File: config.mk
export PLATFORM = sky130hd
export DESIGN_NAME = l2_prefetch_fill
export DESIGN_NICKNAME = d
export VERILOG_FILES = /design/src/rtl/l2_prefetch_fill.sv
export SDC_FILE = /design/constraint.sdc
export NUM_CORES = 1
export LEC_CHECK = 0
export ABC_AREA = 1
export BUFFER_PORTS_ARGS = -buffer_cell sky130_fd_sc_hd__clkbuf_2
export CORE_ASPECT_RATIO = 1.5
export CORE_MARGIN = 3
export CORE_UTILIZATION = 30
export DETAILED_ROUTE_END_ITERATION = 8
export GPL_TIMING_DRIVEN = 1
export SKIP_LAST_GASP = 1
export SYNTH_ARGS = -nofsm -noshare
export SYNTH_HDL_FRONTEND = slang
export SYNTH_SLANG_ARGS = --single-unit
export TNS_END_PERCENT = 100
File: constraint.sdc
create_clock -name CLK -period 2.1 [get_ports CLK]
set_input_delay 0.42 -clock CLK [delete_from_list [all_inputs] [get_ports CLK]]
set_output_delay 0.42 -clock CLK [all_outputs]
set_load 0.03 [all_outputs]
File: src/rtl/l2_prefetch_fill.sv
`default_nettype none
// +--------------------------------------------------------------------------+
// | Module   : l2_prefetch_fill                                              |
// | Brief    : L2 prefetch buffer burst filler and flush sweeper. Optional   |
// |            sequential next-burst fill enabled by L2_PREFETCH_NEXT_EN.    |
// | Revision : 1.0                                                           |
// +--------------------------------------------------------------------------+
module l2_prefetch_fill #(
  parameter int BURST_LEN = 8,
  parameter int IDX_N     = 128
) (
  input  logic        CLK,
  input  logic        nRES,
  input  logic        MissReq,
  input  logic [25:0] MissA,
  input  logic        Flush,
  output logic        Busy,
  output logic        MemReq,
  output logic [25:0] MemA,
  input  logic        MemAck,
  input  logic        MemDV,
  input  logic [31:0] MemD,
  output logic [25:0] WRA,
  output logic [31:0] WRD,
  output logic        WR,
  output logic [3:0]  WRM,
  output logic        CLR
);

  localparam int BW = (BURST_LEN > 1) ? $clog2(BURST_LEN) : 1;
  localparam int IW = (IDX_N > 1) ? $clog2(IDX_N) : 1;
  localparam logic [25:0]   ALIGN_MASK = ~(26'(BURST_LEN - 1));
  localparam logic [BW-1:0] LAST_BEAT  = BW'(BURST_LEN - 1);
  localparam logic [IW-1:0] LAST_IDX   = IW'(IDX_N - 1);
`ifdef L2_PREFETCH_NEXT_EN
  localparam logic [25:0]   BURST_STEP = 26'(BURST_LEN);
`endif

  typedef enum logic [1:0] {S_IDLE, S_REQ, S_DATA, S_FLUSH} state_t;

  state_t        state;
  logic [25:0]   base;
  logic [BW-1:0] beat;
  logic [IW-1:0] idx;
  logic [IW-1:0] idx_next;
  logic          flush_pend;
`ifdef L2_PREFETCH_NEXT_EN
  logic          seq_pend;
  logic          seq_fill;
`endif

  assign Busy     = (state != S_IDLE);
  assign idx_next = idx + 1'b1;

  always_ff @(posedge CLK or negedge nRES) begin
    if (!nRES) begin
      state      <= S_IDLE;
      base       <= '0;
      beat       <= '0;
      idx        <= '0;
      flush_pend <= 1'b0;
      MemReq     <= 1'b0;
      MemA       <= '0;
      WRA        <= '0;
      WRD        <= '0;
      WR         <= 1'b0;
      WRM        <= 4'b0000;
      CLR        <= 1'b0;
`ifdef L2_PREFETCH_NEXT_EN
      seq_pend   <= 1'b0;
      seq_fill   <= 1'b0;
`endif
    end else begin
      // Write strobe and its qualifiers are single-cycle unless re-armed below.
      WR  <= 1'b0;
      WRM <= 4'b0000;
      CLR <= 1'b0;
      case (state)
        S_IDLE: begin
          if (Flush || flush_pend) begin
            state      <= S_FLUSH;
            flush_pend <= 1'b0;
            idx        <= '0;
            WR         <= 1'b1;
            CLR        <= 1'b1;
            WRM        <= 4'b1111;
            WRD        <= '0;
            WRA        <= '0;
`ifdef L2_PREFETCH_NEXT_EN
            seq_pend   <= 1'b0;
`endif
          end else if (MissReq) begin
            state  <= S_REQ;
            base   <= MissA & ALIGN_MASK;
            MemA   <= MissA & ALIGN_MASK;
            MemReq <= 1'b1;
`ifdef L2_PREFETCH_NEXT_EN
            seq_pend <= 1'b0;
            seq_fill <= 1'b0;
          end else if (seq_pend) begin
            state    <= S_REQ;
            base     <= base + BURST_STEP;
            MemA     <= base + BURST_STEP;
            MemReq   <= 1'b1;
            seq_pend <= 1'b0;
            seq_fill <= 1'b1;
`endif
          end
        end
        S_REQ: begin
          if (Flush) flush_pend <= 1'b1;
          if (MemAck) begin
            state  <= S_DATA;
            MemReq <= 1'b0;
            beat   <= '0;
          end
        end
        S_DATA: begin
          if (Flush) flush_pend <= 1'b1;
          if (MemDV) begin
            WR   <= 1'b1;
            WRM  <= 4'b1111;
            WRD  <= MemD;
            WRA  <= base + {{(26-BW){1'b0}}, beat};
            beat <= beat + 1'b1;
            if (beat == LAST_BEAT) begin
              state <= S_IDLE;
`ifdef L2_PREFETCH_NEXT_EN
              // Only a demand burst chains a sequential fill, and a flush cancels it.
              seq_pend <= !seq_fill && !(flush_pend || Flush);
`endif
            end
          end
        end
        S_FLUSH: begin
          WR  <= 1'b1;
          CLR <= 1'b1;
          WRM <= 4'b1111;
          WRD <= '0;
          if (Flush) begin
            idx <= '0;
            WRA <= '0;
          end else if (idx == LAST_IDX) begin
            state <= S_IDLE;
            WR    <= 1'b0;
            CLR   <= 1'b0;
            WRM   <= 4'b0000;
          end else begin
            idx <= idx_next;
            WRA <= {{(26-IW){1'b0}}, idx_next};
          end
        end
        default: state <= S_IDLE;
      endcase
    end
  end

endmodule
`default_nettype wire

==> impl_metrics.tcl, run 1 <==
set metrics [dict create \
    status "finished clean" \
    slew_headroom 0.631 \
    seqPwrFrac 0.517 \
    synth_ff_type "dfrtp_1" \
    cts_tree "done" \
    period_share 0.938 \
    cp_slowest_stage_delay_ns 0.42 \
    place_area_um2 5360 \
    clk_pin_slew_ns 0.07 \
    routed_wl_um 11200 \
    cap_violations 0 \
    core_um2 14300 \
    wl_per_cell_um 13.4 \
    die-area_um2 16300 \
    grt_pass1_wl_um 18600 \
    path_class "register to output pin" \
    grt_pass1_vias 3774 \
    gp_congestion 0.798 \
    power_switching_share 0.236 \
    cp-end-kind "output pin" \
    io_buffers 149 \
    final_common_cell "nand2_1" \
    clock.fmax_mhz 508 \
    syn_area_um2 4450 \
    htree_levels 3 \
    initial_core_util 0.312 \
    fin_crit_ns 1.97 \
    totalPowerFinal_mw 3.65 \
    post-cts-setup-buffers 0 \
    fin_area_um2 5650 \
    ant_nets 0 \
    hold_class "input pin to register" \
    mostFrequentLayoutCells "nand2_1, clkbuf_2, dfrtp_1" \
    die_x_um 105 \
    max-clock-path-buffers 2 \
    final_nets 708 \
    first_pass_iters 4 \
    worst_pin_slew_ns 0.554 \
    async_flop_share 1.00 \
    yosysWarnings 0 \
    rsz0062_at_grt "no" \
    cts_resized 0 \
    crit_chain "inv_1 > ha_1 > inv_1 > clkbuf_2" \
    skew_ns 0.00837 \
    p_leak_nw 3.07 \
    gr-total-overflow 0 \
    crit_slowest_cell "dfrtp_1" \
    fillers 1465 \
    antenna_found_initial 0 \
    pwr-share-comb 0.045 \
    clk-insertion-delay-late_ns 0.34 \
    ios 156 \
    vdd_ir_drop_max_mv 0.351 \
    r2r_start "state[1]$_DFFE_PN0P_" \
    viasPerCell 4.38 \
    crit_top_cell "inv_1" \
    arrival_ns 1.55 \
    hpwl_um 8280 \
    synth.distinct_cells 27 \
    setup_viol 0 \
    p_clk_frac 0.438 \
    hold_violations 0 \
    hp-start "MissA[23]" \
    critPathLaunchType "register" \
    cts_root_buffer "clkbuf_16" \
    finalMaxSlewViolations 0 \
    die_y_um 155 \
    seq_area_frac_synth 0.546 \
    cts_sinks 97 \
    p_int_mw 2.79 \
    drive_gt1_frac 0.357 \
    synth_cells 493 \
    numCtsBuffers 9 \
    drc 0 \
    route.vias.total 3650 \
    ys_seq_elements 97 \
    p_sw_mw 0.863 \
    insertedDiodeCount 0 \
    crit_fanout 7 \
    syn2layout_area_growth_pct 27.2 \
    power_density_nw_per_um2 646 \
    finalSetupTns_ns 0 \
    crit_start "state[0]$_DFFE_PN0P_" \
    synth-edff-count 0 \
    required_ns 1.68 \
    fin_util 0.397 \
    grt_usage 0.141 \
    grt_max_degree 67 \
    drt_iter0_drc 184 \
    rows 53 \
    syn-mean-instance-area_um2 9.02 \
    holdBufCountCts 1 \
]
## sequential cells by signal (all words and copies together), names as in the netlist
register and count:
WRD 32, base 23, CLR 1, WRM 1, state 2, flush_pend 1, idx 7, WRA 26
MemReq 1, beat 3
## synthesized netlist by cell type (3+ instances only)
cell type / n / share of area
nand2_1: 180 / 0.15
dfrtp_1: 97 / 0.55
o21ai_0: 61 / 0.069
inv_1: 23 / 0.019
o21ai_2: 20 / 0.039
nand2_2: 18 / 0.025
o21ai_1: 13 / 0.015
buf_2: 10 / 0.011
nand3_1: 10 / 0.011
clkbuf_1: 9 / 0.0076
buf_4: 8 / 0.014
ha_1: 8 / 0.023
nor2_1: 7 / 0.0059
nand2_4: 5 / 0.013
a21oi_1: 4 / 0.0045
buf_12: 3 / 0.014
## logic make-up after synthesis
group	Yosys count	share of synthesized area
adder cells (fa/ha/maj)	8	0.0225
AND/OR/NAND/NOR	226	0.221
AO/OA/AOI/OAI	104	0.137
other	1	0.000844
flip-flops	97	0.546
buffers and inverters	57	0.0721
## critical path: cells and delay by family (launching register included)
kind	cells	cell delay [ns]
fa+ha+maj	1	0.26
buf+inv	3	0.53
flops	1	0.42
## routing by layer
layer	vias to the layer above	GRT usage	routed length [um]
met3	17	0.0278	625
met4	0	0.0657	259
met1	1671	0.166	4690
met2	108	0.246	5600
li1	1854	-	-
met5	-	0	0
## power by group through the flow
stage	clock (mW)	combinational, mW	sequential [mW]
finish	1.60	0.165	1.89
global route	1.75	0.189	1.89
CTS	1.67	0.170	1.89
detailed placement	0	0.168	1.92
global placement	0	0.166	1.92
floorplan	0	0.0413	1.93
## metrics by stage
| step | hold WS [ns] | instances | setup WS (ns) |
|---|---|---|---|
| global route | 0.266 | 833 | 0.0427 |
| floorplan | 0.124 | 495 | 0.576 |
| finish | 0.271 | 833 | 0.131 |
| detailed placement | 0.223 | 816 | 0.315 |
| CTS | 0.259 | 833 | 0.120 |
| global placement | 0.222 | 816 | 0.346 |
## worst paths after layout
kind,to,cells after the start,slack (ns)
setup / recovery,Busy,4,0.13
hold / removal,base[23]$_DFFE_PN0P_,3,0.27
setup reg to reg,base[18]$_DFFE_PN0P_,8,0.31
hold reg to reg,WRD[21]$_DFFE_PN0P_,2,0.49
max in group asynchronous,WRD[20]$_DFFE_PN0P_,3,1.11
min in group asynchronous,base[3]$_DFFE_PN0P_,2,0.43
## cell type report
type | instances | area (um2) | area share
Clock buffer | 10 | 239 | 0.0423
Clock inverter | 6 | 47.5 | 0.00841
Inverter | 25 | 93.8 | 0.0166
Multi-Input combinational cell | 341 | 1710 | 0.302
Sequential cell | 97 | 2430 | 0.429
Tap cell | 192 | 240 | 0.0425
Timing Repair Buffer | 162 | 898 | 0.159
(Power assumes the default switching activity.)
==> inputs of run 2 (changes only) <==
BUFFER_PORTS_ARGS = not set   (was -buffer_cell sky130_fd_sc_hd__clkbuf_2)
CORE_ASPECT_RATIO = 0.9   (was 1.5)
DONT_BUFFER_PORTS = 1   (was not set)
GPL_TIMING_DRIVEN = not set   (was 1)
==> run 2 against run 1 <==
  * The flow now finishes with violations (hold timing)
  * Clock power shrank 6%
  * Total power shrank 5.4%
  * Sequential share of layout area grew 7.1 points
  * Register-to-register slack gained 0.04 ns
  * Flip-flop and latch count is the same
  * Cell area shrank 14%
  * Fmax grew 4.7%
  * Cell count shrank 18%
  * Worst hold slack lost 0.50 ns
  * Critical path type unchanged
  * Largest power group unchanged
==> impl_metrics.tcl, run 2 (synthesized netlist as in run 1, its figures left out) <==
set metrics [dict create \
    status "finished with violations" \
    violations "hold timing" \
    regMostFlops "WRD" \
    fillers 1531 \
    grt_pass1_wl_um 16500 \
    final_common_cell "nand2_1" \
    drc 0 \
    max-clock-path-buffers 2 \
    cp-end-kind "output pin" \
    ant_nets 0 \
    viasPerCell 4.65 \
    antenna_found_initial 0 \
    path_class "register to output pin" \
    final_nets 556 \
    grt_pass1_vias 3178 \
    io_buffers 0 \
    setup_viol 0 \
    ios 156 \
    routed_wl_um 10400 \
    p_leak_nw 2.38 \
    largest_register_ffs 32 \
    hold_class "input pin to asynchronous set/reset pin" \
    drive_gt1_frac 0.154 \
    preCtsSetupSlack_ns 0.328 \
    mostFrequentLayoutCells "nand2_1, dfrtp_1, o21ai_0" \
    arrival_ns 1.46 \
    finalSetupTns_ns 0 \
    fin_crit_ns 1.88 \
    syn2layout_area_growth_pct 9.03 \
    hold_violations 97 \
    rows 41 \
    crit_slowest_cell "dfrtp_1" \
    drt_iter0_drc 129 \
    skew_ns 0.00603 \
    hpwl_um 7350 \
    clk_pin_slew_ns 0.07 \
    fin_ws_ns 0.218 \
    worstRegToRegCells 8 \
    layout.cells.non_filler 681 \
    die_y_um 121 \
    die-area_um2 16300 \
    period_share 0.896 \
    initial_core_util 0.312 \
    required_ns 1.68 \
    htree_levels 3 \
    numCtsBuffers 9 \
    clk-insertion-delay-late_ns 0.34 \
    crit_chain "inv_1 > ha_1 > inv_1" \
    core_um2 14300 \
    grt_usage 0.129 \
    vdd_ir_drop_max_mv 0.377 \
    post-cts-setup-buffers 0 \
    gp_congestion 0.843 \
    cts_resized 0 \
    rsz0062_at_grt "no" \
    cts_root_buffer "clkbuf_16" \
    clock.fmax_mhz 531 \
    fin_hold_ws_ns -0.230 \
    insertedDiodeCount 0 \
    grt_max_degree 98 \
    cp_slowest_stage_delay_ns 0.42 \
    crit_fanout 7 \
    gr-total-overflow 0 \
    die_x_um 134 \
    cap_violations 0 \
    first_pass_iters 5 \
    wl_per_cell_um 15.3 \
    dp.cells 666 \
    route.vias.total 3167 \
    cts_sinks 97 \
    power_density_nw_per_um2 713 \
    critPathLaunchType "register" \
    finalMaxSlewViolations 0 \
    cts_tree "done" \
    crit_top_cell "inv_1" \
    top_regs "WRD (32), WRA (26), base (23)" \
]
run 2: per-stage QoR:
step / power (mW) / utilization / area, um2
after floorplan: 1.97 / - / 4450
after global placement: 1.98 / 0.321 / 4580
after detailed placement: 1.98 / 0.321 / 4580
after CTS: 3.53 / 0.340 / 4850
after global routing: 3.61 / 0.340 / 4850
final: 3.45 / 0.340 / 4850
run 2: path summary, 6_finish.rpt:
path,startpoint,to,slack [ns]
setup / recovery,state[0]$_DFFE_PN0P_,Busy,0.22
hold / removal,nRES,WRD[27]$_DFFE_PN0P_,-0.23
setup reg to reg,state[0]$_DFFE_PN0P_,base[18]$_DFFE_PN0P_,0.35
hold reg to reg,beat[0]$_DFFE_PN0P_,beat[0]$_DFFE_PN0P_,0.51
max in group asynchronous,nRES,WRA[21]$_DFFE_PN0P_,2.12
min in group CLK,MissA[25],base[25]$_DFFE_PN0P_,0.19
run 2: worst max-delay path: cells and delay by family (launching register included):
family | cells | cell delay, ns
buf+inv | 2 | 0.44
flops | 1 | 0.42
fa+ha+maj | 1 | 0.26
run 2: final cells by class:
class	count	area, um2	share of cell area
Sequential cell	97	2430	0.501
Multi-Input combinational cell	341	1710	0.352
Clock buffer	12	246	0.0509
Tap cell	193	241	0.0498
Timing Repair Buffer	10	113	0.0232
Inverter	25	93.8	0.0194
Clock inverter	3	17.5	0.00361
run 2: layer usage:
layer,routed length [um],GRT usage
met1,4250,0.153
met2,4700,0.200
met3,1210,0.0701
met4,257,0.0464
met5,0,0
run 2: where the power goes:
| part | switching [mW] | internal, mW |
|---|---|---|
| sequential | 0.0224 | 1.88 |
| clock | 0.682 | 0.826 |
| combinational | 0.0317 | 0.0139 |
| total | 0.736 | 2.72 |
